File: src/rtl/timer_arbiter_pkg.sv
// Shared types and limits for the timer arbiter and its round-robin picker.
package timer_arbiter_pkg;

  localparam int unsigned TIMER_ARB_MAX_REQ = 8;
  localparam int unsigned BYTE_BITS         = 8;

  typedef enum logic [2:0] {
    IDLE,
    ISSUE,
    WAIT_ACCEPT,
    WAIT_DONE,
    RELEASE
  } timer_arb_state_t;

endpackage

File: src/rtl/timer_arbiter_if.sv
// Requester and timer handshake bundle between the motion sequencers, the arbiter and the timer.
interface timer_arbiter_if
  import timer_arbiter_pkg::*;
#(
  parameter int unsigned NUM_REQ      = 3,
  parameter int unsigned COUNTER_BITS = BYTE_BITS
);

  logic                              en;
  logic [NUM_REQ-1:0]                req;
  logic [NUM_REQ*COUNTER_BITS-1:0]   req_count;
  logic [NUM_REQ-1:0]                grant;
  logic [NUM_REQ-1:0]                done;
  logic                              busy;
  logic [COUNTER_BITS-1:0]           timer_count;
  logic                              timer_trigger;
  logic                              timer_done;
  logic                              timer_rdy;

  modport master (
    output en, req, req_count, timer_done, timer_rdy,
    input  grant, done, busy, timer_count, timer_trigger
  );

  modport slave (
    input  en, req, req_count, timer_done, timer_rdy,
    output grant, done, busy, timer_count, timer_trigger
  );

endinterface

File: src/rtl/timer_arbiter_rr_picker.sv
// Combinational round-robin picker: first set request at or after rr_ptr, wrapping at NUM_REQ.
module rr_picker
  import timer_arbiter_pkg::*;
#(
  parameter int unsigned NUM_REQ = 3,
  parameter int unsigned IDX_W   = $clog2(NUM_REQ)
) (
  input  logic [NUM_REQ-1:0] req_i,
  input  logic [IDX_W-1:0]   rr_ptr_i,
  input  logic               en_i,
  output logic               valid_o,
  output logic [IDX_W-1:0]   idx_o
);

  if (NUM_REQ < 2 || NUM_REQ > TIMER_ARB_MAX_REQ) begin : g_bad_num_req
    $error("rr_picker: NUM_REQ out of range");
  end

  always_comb begin
    int unsigned      pos;
    logic [IDX_W-1:0] cand;
    valid_o = 1'b0;
    idx_o   = '0;
    pos     = 0;
    cand    = '0;
    for (int unsigned k = 0; k < NUM_REQ; k++) begin
      // rr_ptr is always < NUM_REQ, so one subtraction is enough to wrap
      pos = 32'(rr_ptr_i) + k;
      if (pos >= NUM_REQ) pos = pos - NUM_REQ;
      cand = IDX_W'(pos);
      if (en_i && !valid_o && req_i[cand]) begin
        valid_o = 1'b1;
        idx_o   = cand;
      end
    end
  end

endmodule

File: src/rtl/timer_arbiter.sv
// Round-robin arbiter sharing one TriggeredTimer between NUM_REQ motion sequencers.
module timer_arbiter
  import timer_arbiter_pkg::*;
#(
  parameter int unsigned NUM_REQ      = 3,
  parameter int unsigned COUNTER_BITS = BYTE_BITS
) (
  input  logic           clk,
  input  logic           reset,
  timer_arbiter_if.slave bus
);

  localparam int unsigned IDX_W = $clog2(NUM_REQ);

  timer_arb_state_t        state_q, state_d;
  logic [IDX_W-1:0]        rr_q, rr_d;
  logic [IDX_W-1:0]        owner_q, owner_d;
  logic [NUM_REQ-1:0]      grant_q, grant_d;
  logic [NUM_REQ-1:0]      done_q, done_d;
  logic                    busy_q, busy_d;
  logic                    trig_q, trig_d;
  logic [COUNTER_BITS-1:0] count_q, count_d;

  logic                    pick_valid;
  logic [IDX_W-1:0]        pick_idx;
  logic [COUNTER_BITS-1:0] pick_count;

  rr_picker #(
    .NUM_REQ (NUM_REQ),
    .IDX_W   (IDX_W)
  ) u_picker (
    .req_i    (bus.req),
    .rr_ptr_i (rr_q),
    .en_i     (bus.en),
    .valid_o  (pick_valid),
    .idx_o    (pick_idx)
  );

  assign pick_count = bus.req_count[pick_idx*COUNTER_BITS +: COUNTER_BITS];

  always_comb begin
    state_d = state_q;
    rr_d    = rr_q;
    owner_d = owner_q;
    grant_d = grant_q;
    done_d  = '0;
    busy_d  = busy_q;
    trig_d  = trig_q;
    count_d = count_q;
    unique case (state_q)
      IDLE: begin
        if (pick_valid) begin
          grant_d = NUM_REQ'(1) << pick_idx;
          owner_d = pick_idx;
          count_d = pick_count;
          busy_d  = 1'b1;
          // a zero-length job never reaches the timer
          state_d = (pick_count == '0) ? RELEASE : ISSUE;
        end
      end
      ISSUE: begin
        if (bus.timer_rdy) begin
          trig_d  = 1'b1;
          state_d = WAIT_ACCEPT;
        end
      end
      WAIT_ACCEPT: begin
        if (bus.timer_done) begin
          trig_d  = 1'b0;
          state_d = RELEASE;
        end else if (!bus.timer_rdy) begin
          trig_d  = 1'b0;
          state_d = WAIT_DONE;
        end
      end
      WAIT_DONE: begin
        if (bus.timer_done && bus.timer_rdy) state_d = RELEASE;
      end
      RELEASE: begin
        // grant_q is one-hot on the owner, so masking with req suppresses an abandoned job
        done_d  = grant_q & bus.req;
        grant_d = '0;
        busy_d  = 1'b0;
        rr_d    = (owner_q == IDX_W'(NUM_REQ - 1)) ? '0 : owner_q + IDX_W'(1);
        state_d = IDLE;
      end
      default: state_d = IDLE;
    endcase
  end

  always_ff @(posedge clk or negedge reset) begin
    if (!reset) begin
      state_q <= IDLE;
      rr_q    <= '0;
      owner_q <= '0;
      grant_q <= '0;
      done_q  <= '0;
      busy_q  <= 1'b0;
      trig_q  <= 1'b0;
      count_q <= '0;
    end else begin
      state_q <= state_d;
      rr_q    <= rr_d;
      owner_q <= owner_d;
      grant_q <= grant_d;
      done_q  <= done_d;
      busy_q  <= busy_d;
      trig_q  <= trig_d;
      count_q <= count_d;
    end
  end

  assign bus.grant         = grant_q;
  assign bus.done          = done_q;
  assign bus.busy          = busy_q;
  assign bus.timer_trigger = trig_q;
  assign bus.timer_count   = count_q;

endmodule

File: src/flat_wrapper.sv
// flat-port wrapper written by rule: the top's interface ports become plain ports
module timer_arbiter_flat import timer_arbiter_pkg::*;
#(
  parameter int unsigned NUM_REQ      = 3,
  parameter int unsigned COUNTER_BITS = BYTE_BITS
)
  (clk, reset, bus_en, bus_req, bus_req_count, bus_timer_done, bus_timer_rdy, bus_grant, bus_done, bus_busy, bus_timer_count, bus_timer_trigger);
  timer_arbiter_if #(.NUM_REQ(NUM_REQ), .COUNTER_BITS(COUNTER_BITS)) bus_i ();
  input  logic clk;
  input  logic reset;
  input wire logic [$bits(bus_i.en)-1:0] bus_en;
  input wire logic [$bits(bus_i.req)-1:0] bus_req;
  input wire logic [$bits(bus_i.req_count)-1:0] bus_req_count;
  input wire logic [$bits(bus_i.timer_done)-1:0] bus_timer_done;
  input wire logic [$bits(bus_i.timer_rdy)-1:0] bus_timer_rdy;
  output wire logic [$bits(bus_i.grant)-1:0] bus_grant;
  output wire logic [$bits(bus_i.done)-1:0] bus_done;
  output wire logic [$bits(bus_i.busy)-1:0] bus_busy;
  output wire logic [$bits(bus_i.timer_count)-1:0] bus_timer_count;
  output wire logic [$bits(bus_i.timer_trigger)-1:0] bus_timer_trigger;
  assign bus_i.en = bus_en;
  assign bus_i.req = bus_req;
  assign bus_i.req_count = bus_req_count;
  assign bus_i.timer_done = bus_timer_done;
  assign bus_i.timer_rdy = bus_timer_rdy;
  assign bus_grant = bus_i.grant;
  assign bus_done = bus_i.done;
  assign bus_busy = bus_i.busy;
  assign bus_timer_count = bus_i.timer_count;
  assign bus_timer_trigger = bus_i.timer_trigger;
  timer_arbiter #(.NUM_REQ(NUM_REQ), .COUNTER_BITS(COUNTER_BITS)) u_core (.clk(clk), .reset(reset), .bus(bus_i));
endmodule
File: config.mk
export PLATFORM = sky130hd
export DESIGN_NAME = timer_arbiter_flat
export DESIGN_NICKNAME = d
export VERILOG_FILES = /design/src/rtl/timer_arbiter_pkg.sv /design/src/rtl/timer_arbiter_if.sv /design/src/rtl/timer_arbiter_rr_picker.sv /design/src/rtl/timer_arbiter.sv /design/src/flat_wrapper.sv
export SDC_FILE = /design/constraint.sdc
export NUM_CORES = 1
export LEC_CHECK = 0
export CAP_MARGIN = 20
export CORE_MARGIN = 2
export CORE_UTILIZATION = 44
export DETAILED_ROUTE_END_ITERATION = 12
export PLACE_DENSITY = 0.79
export SYNTH_ARGS = -nofsm -noshare
export SYNTH_HDL_FRONTEND = slang
export SYNTH_SLANG_ARGS = --single-unit
export TNS_END_PERCENT = 100
File: constraint.sdc
create_clock -name clk -period 3.1 [get_ports clk]
set_clock_uncertainty 0.15 [all_clocks]
set_input_delay 0.465 -clock clk [delete_from_list [all_inputs] [get_ports clk]]
set_output_delay 0.465 -clock clk [all_outputs]
set_load 0.005 [all_outputs]
-- After elaboration in Yosys (flattened, before gate mapping)
Index checks and enable logic that the tools add are counted.
- register bits: 23
- input port bits: 32
- output and inout bits: 16
- logic and storage cells: 80
- $add $sub $neg: 6
- magnitude comparators: 6
- equality and inequality tests: 9
- shift-type cells: 2
- mux-type cells: 32
- bitwise gates (word level): 1
- reduce and logical (&&, ||, !) cells: 16
- operators by type and width (kind ; number):
    3-bit two-way mux ; 8
    24-bit by 6-bit variable part select with 8-bit output ; 1
    2-bit two-way mux ; 7
    3-bit case mux with 4 select lines ; 1
    1-bit two-way mux ; 10
    2-bit by 3-bit < comparator with 1-bit output (second input constant) ; 3
    8-bit logical NOT ; 1
    1-bit binary-select mux with 2-bit select ; 3
    3-bit by 2-bit == test with 1-bit output (second input constant) ; 2
    3-bit by 2-bit greater-or-equal comparator with 1-bit output (second input constant) ; 2
    1-bit logical AND ; 6
    3-bit case mux with 2 select lines ; 1
    2-bit subtractor (second input constant) ; 3
    2-bit by 1-bit != test with 1-bit output (second input constant) ; 2
    1-bit case mux with 2 select lines ; 2
    2-bit AND reduction ; 2
    4-bit AND reduction ; 1
    2-bit nonzero test ; 2
    2-bit by 1-bit adder with 3-bit output (second input constant) ; 1
    2-bit by 2-bit adder with 3-bit output (second input constant) ; 1
    3-bit AND ; 1
    3-bit by 1-bit == test with 1-bit output (second input constant) ; 1
    3-bit == test (second input constant) ; 1
    3-bit logical NOT ; 1
    8 further kinds ; 9

-- Longest topological paths before layout
- depth in word-level cells: 19
- mapped depth: 12
- gate-level depth less buffers: 10

-- By module
From an unflattened synthesis, not the netlist that was laid out.
- cell total of the unflattened synthesis: 128
- area, all modules: 1317.5 sq um
- modules (own cells, without submodules) (module ; instances ; cells each ; area each (sq um) ; seq. area each (sq um)):
    timer_arbiter ; 1 ; 102 ; 1123.6 ; 575.6
    rr_picker ; 1 ; 26 ; 193.9 ; 0.0

-- Worst setup path after synthesis
Ideal clock, no wire load.
- path kind: register to register
- start point: register u_core.rr_q[0]
- end point: register u_core.state_q[2]
- setup time: 0.111 ns
- data arrival time: 2.504 ns
- required time: 2.839 ns
- slack: 0.335 ns
- cell stages (with the launch flop): 13
- buffers on the path: 2
- period minus slack after synthesis: 2.765 ns
- path through: dfrtp_1 inv_1 ha_1 buf_6 and2b_1 o21bai_1 a211oi_1 or2_0 buf_6 a221o_2 nor4_2 a31oi_1 a2111oi_2
- cells in the longest elaborated chain, start to end: 19
- elaborated cells between the ends (all ways): 37
- ends and longest elaborated chain (what ; RTL line ; text):
    start, declared ; timer_arbiter.sv:16 ; logic [IDX_W-1:0] rr_q, rr_d;
    start signal, assigned ; timer_arbiter.sv:103 ; rr_q <= rr_d;
    branches (longest 19 deep; another with 2-bit by 1-bit adder with 3-bit output) ; n/a ;
    end signal, assigned ; timer_arbiter.sv:102 ; state_q <= state_d;
    end, declared ; timer_arbiter.sv:15 ; timer_arb_state_t state_q, state_d;
Parallel ways; which one is timed is not known. The select of a mux whose other input is x is not followed.
A chain may end at the register's enable or synchronous reset.

-- Worst setup path in the final report
- start point: register u_core.rr_q[1]
- end point: register u_core.state_q[2]
The elaborated chain is that of the path after synthesis.

==> results.py <==
metrics = {
    "timing": {
        "holdWs_ps": 319,
        "finalMaxSlewViolations": 0,
        "rsz0062_at_grt": "false",
        "tightest_slew_ps": 632,
        "setup_viol": 0,
        "relSlewSlack_pct": 57.8,
        "fin_crit_ps": 2870,
        "finalSetupTns_ps": 0,
        "fin_crit_sh_pct": 92.4,
        "hold_violations": 0,
        "max_freq_mhz": 349,
    },
    "floorplan": {
        "start_util_pct": 47.2,
        "rows": 19,
        "dieArea_um2": 3470,
        "core_area_um2": 2810,
        "die_w_um": 58.9,
        "io_pins": 48,
        "die_y_um": 58.9,
    },
    "placed_design": {
        "port_buffers": 47,
        "dp_hpwl_um": 2430,
        "routabilityCongestion": 0.817,
        "place_inst": 211,
    },
    "worst_setup_path": {
        "worstSetupStartpoint": "u_core.rr_q[1]",
        "crit_required_ps": 3160,
        "r2r-start": "u_core.rr_q[1]",
        "worstSetupEndpointType": "register",
        "crit_type": "reg2reg",
        "crit_chain": "inv_1 -> ha_4 -> mux2i_4 -> o21ai_2 -> a211oi_2 -> buf_4 -> nor3_2 -> a221o_2 -> nor4_2 -> a31oi_1 -> a2111oi_2",
        "arrival_ps": 2930,
        "worstSetupStartpointType": "register",
        "critPathMaxStageDelay_ps": 440,
        "crit_end": "u_core.state_q[2]",
        "slowest_stage": "dfrtp_1",
        "r2r_setup_slack_ps": 230,
        "reg2reg_depth": 11,
        "crit-reg2reg-capture": "u_core.state_q[2]",
        "critPathMaxFanout": 9,
    },
    "clock_network": {
        "clockRootBuffer": "clkbuf_4",
        "numCtsBuffers": 3,
        "h-tree-depth": 1,
        "cts_tree": "done",
        "clkSlewWorstSetupHoldPaths_ps": 120,
        "clock_latency_ps": 310,
        "cts_num_sinks": 23,
        "hold_buffers": 0,
        "cts.path.max_buffers": 2,
    },
    "logic_synthesis": {
        "postSynthAreaPerCell_um2": 10.2,
        "syn_inst": 130,
        "async_flop_share_pct": 100,
        "syn-cell-area_um2": 1330,
        "synth-seq-cells": 23,
        "yosysSeqAreaShare_pct": 43.4,
        "ys.flop_type": "dfrtp_1",
        "yosysWarnings": 0,
        "syn_nets": 165,
        "synthDistinctLibCells": 35,
        "synth-edff-count": 0,
    },
    "detailed_routing": {
        "postRouteAntennaNets": 0,
        "routed_wl_um": 3180,
        "first_pass_iters": 8,
        "routed_via_density": 5.59,
        "drtIter0Drc": 47,
        "routedWlPerCell_um": 14.8,
        "drcViolationCount": 2,
        "vias": 1201,
    },
    "grt": {
        "grt_max_degree": 24,
        "grt_pass1_wl_um": 5220,
        "antenna_found_initial": 0,
        "grtUsageTotal_pct": 19.9,
        "grt_pass1_vias": 1181,
        "overflow": 0,
    },
    "layout": {
        "diodes": 0,
        "instances_no_fill": 215,
        "fin_nets": 220,
        "layout-area-overhead-vs-synth_pct": 47.0,
        "multi_input_area_um2": 751,
        "nFillCells": 229,
        "seq_area_um2": 577,
        "layout-drive-gt1-share_pct": 21.2,
    },
    "power": {
        "peakVddDrop_v": 0.000473,
        "power_uw": 1600,
        "power_density_nw_per_um2": 823,
        "power.leakage_uw": 0.000791,
    },
    "worst_hold_path": {
        "hp-class": "reg2reg",
    },
    "run": {
        "cap_viol_max_count": 0,
    },
    "outcome": {
        "status": "finished, violations left",
        "violations": "design-rule violations",
    },
}
==> cell usage in the layout, fill, tap and decap left out, drive strengths merged <==
cell type	count
o21ai	9
a211oi	1
or2	1
a2111oi	1
mux2i	4
a21oi	2
o21bai	1
dlymetal6s2s	1
a31oi	2
and2	9
nand2	17
mux2	8
o311a	1
clkbuf	4
nor4b	1
a21o	1
nor4	2
nand2b	1
nor2	7
buf	8
a221oi	1
nand3b	2
nor2b	5
dfrtp	23
clkdlybuf4s50	46
o31ai	3
and2b	1
o21a	1
nor3	3
inv	6
ha	3
o2bb2ai	1
a221o	8
==> layout make-up <==
cell class,instances,area share [%]
multi-input cells,96,38.5
clock buffers,4,1.35
well taps,31,1.99
inverters,6,1.16
flip-flops and latches,23,29.6
repair buffers,55,27.4
==> flip-flops by register name, summed over array words and instances (netlist names) <==
signal / flops
u_core.owner_q: 2
u_core.bus.busy: 1
u_core.bus.timer_count: 8
u_core.bus.done: 3
u_core.bus.grant: 3
u_core.rr_q: 2
u_core.bus.timer_trigger: 1
u_core.state_q: 3
==> worst max-delay path: cells and delay by family (launching register included) <==
family          cells  cell delay (ps)
flops               1              440
compound gates      5             1060
fa+ha+maj           1              200
simple gates        2              390
mux                 1              270
buf+inv             2              270
==> logic make-up after synthesis <==
| kind of cell | after synthesis | share of synthesized area [%] |
|---|---|---|
| buffers and inverters | 11 | 4.25 |
| AOI/OAI and AO/OA | 32 | 19.4 |
| DFF | 23 | 43.4 |
| adders and majority gates | 3 | 2.83 |
| and+or+nand+nor | 49 | 20.3 |
| muxes | 12 | 9.82 |
==> synthesized netlist by cell type (all sizes together), types with 2 or more instances <==
| master | n | area [um2] |
|---|---|---|
| mux2i | 4 | 40.0 |
| inv | 6 | 22.5 |
| mux2 | 8 | 90.1 |
| dfrtp | 23 | 576 |
| nor3 | 3 | 20.0 |
| o21ai | 9 | 48.8 |
| o31ai | 3 | 22.5 |
| nor2 | 7 | 28.8 |
| a21oi | 2 | 10.0 |
| buf | 2 | 22.5 |
| clkbuf | 3 | 11.3 |
| ha | 3 | 37.5 |
| and2 | 9 | 56.3 |
| a31oi | 2 | 12.5 |
| nand2 | 17 | 63.8 |
| a221o | 8 | 90.1 |
| nand3b | 2 | 15.0 |
| nor4 | 2 | 25.0 |
| nor2b | 5 | 31.3 |
==> timing repair <==
| action | 4_1_cts | 5_1_grt |
|---|---|---|
| gates resized for setup | 3 | 9 |
| setup endpoints to repair | 1 | 1 |
| pin swaps | 0 | 1 |
| buffers inserted | 0 | 0 |
| cloned | 0 | 0 |
==> how the worst min path moves through the flow <==
stage | cells past startpoint | startpoint | end | slack [ps]
CTS | 1 | u_core.owner_q[0] | u_core.rr_q[0] | 320
global placement | 1 | u_core.owner_q[0] | u_core.rr_q[0] | 290
finish | 1 | u_core.owner_q[0] | u_core.rr_q[0] | 320
detailed placement | 1 | u_core.owner_q[0] | u_core.rr_q[0] | 300
floorplan | 0 | reset | u_core.bus.busy | 20
global route | 1 | u_core.owner_q[0] | u_core.rr_q[0] | 350
==> through the flow <==
step	util, %	setup slack, ps	instance area (um2)
6_report	69.4	235	1950
5_1_grt	69.4	3.44	1950
4_1_cts	67.7	22.9	1900
3_5_place_dp	66.3	-260	1860
3_3_place_gp	66.3	-167	1860
2_1_floorplan	-	335	1330
==> layer usage <==
metal  track usage, %  vias up  part of all wire, %
li1                 -      578                    -
met1             26.1      559                   45
met2             33.2       58                   46
met3             3.52        6                  7.4
met4             7.14        0                  1.1
met5                0        -                    0
==> power by group <==
part | total [uW] | leakage [uW] | switching [uW] | internal, uW
sequential | 535 | 0.000288 | 108 | 427
combinational | 930 | 0.000489 | 398 | 532
clock | 138 | 0.0000150 | 87.8 | 50.2
total | 1600 | 0.000791 | 594 | 1010
(Power assumes the default switching activity.)
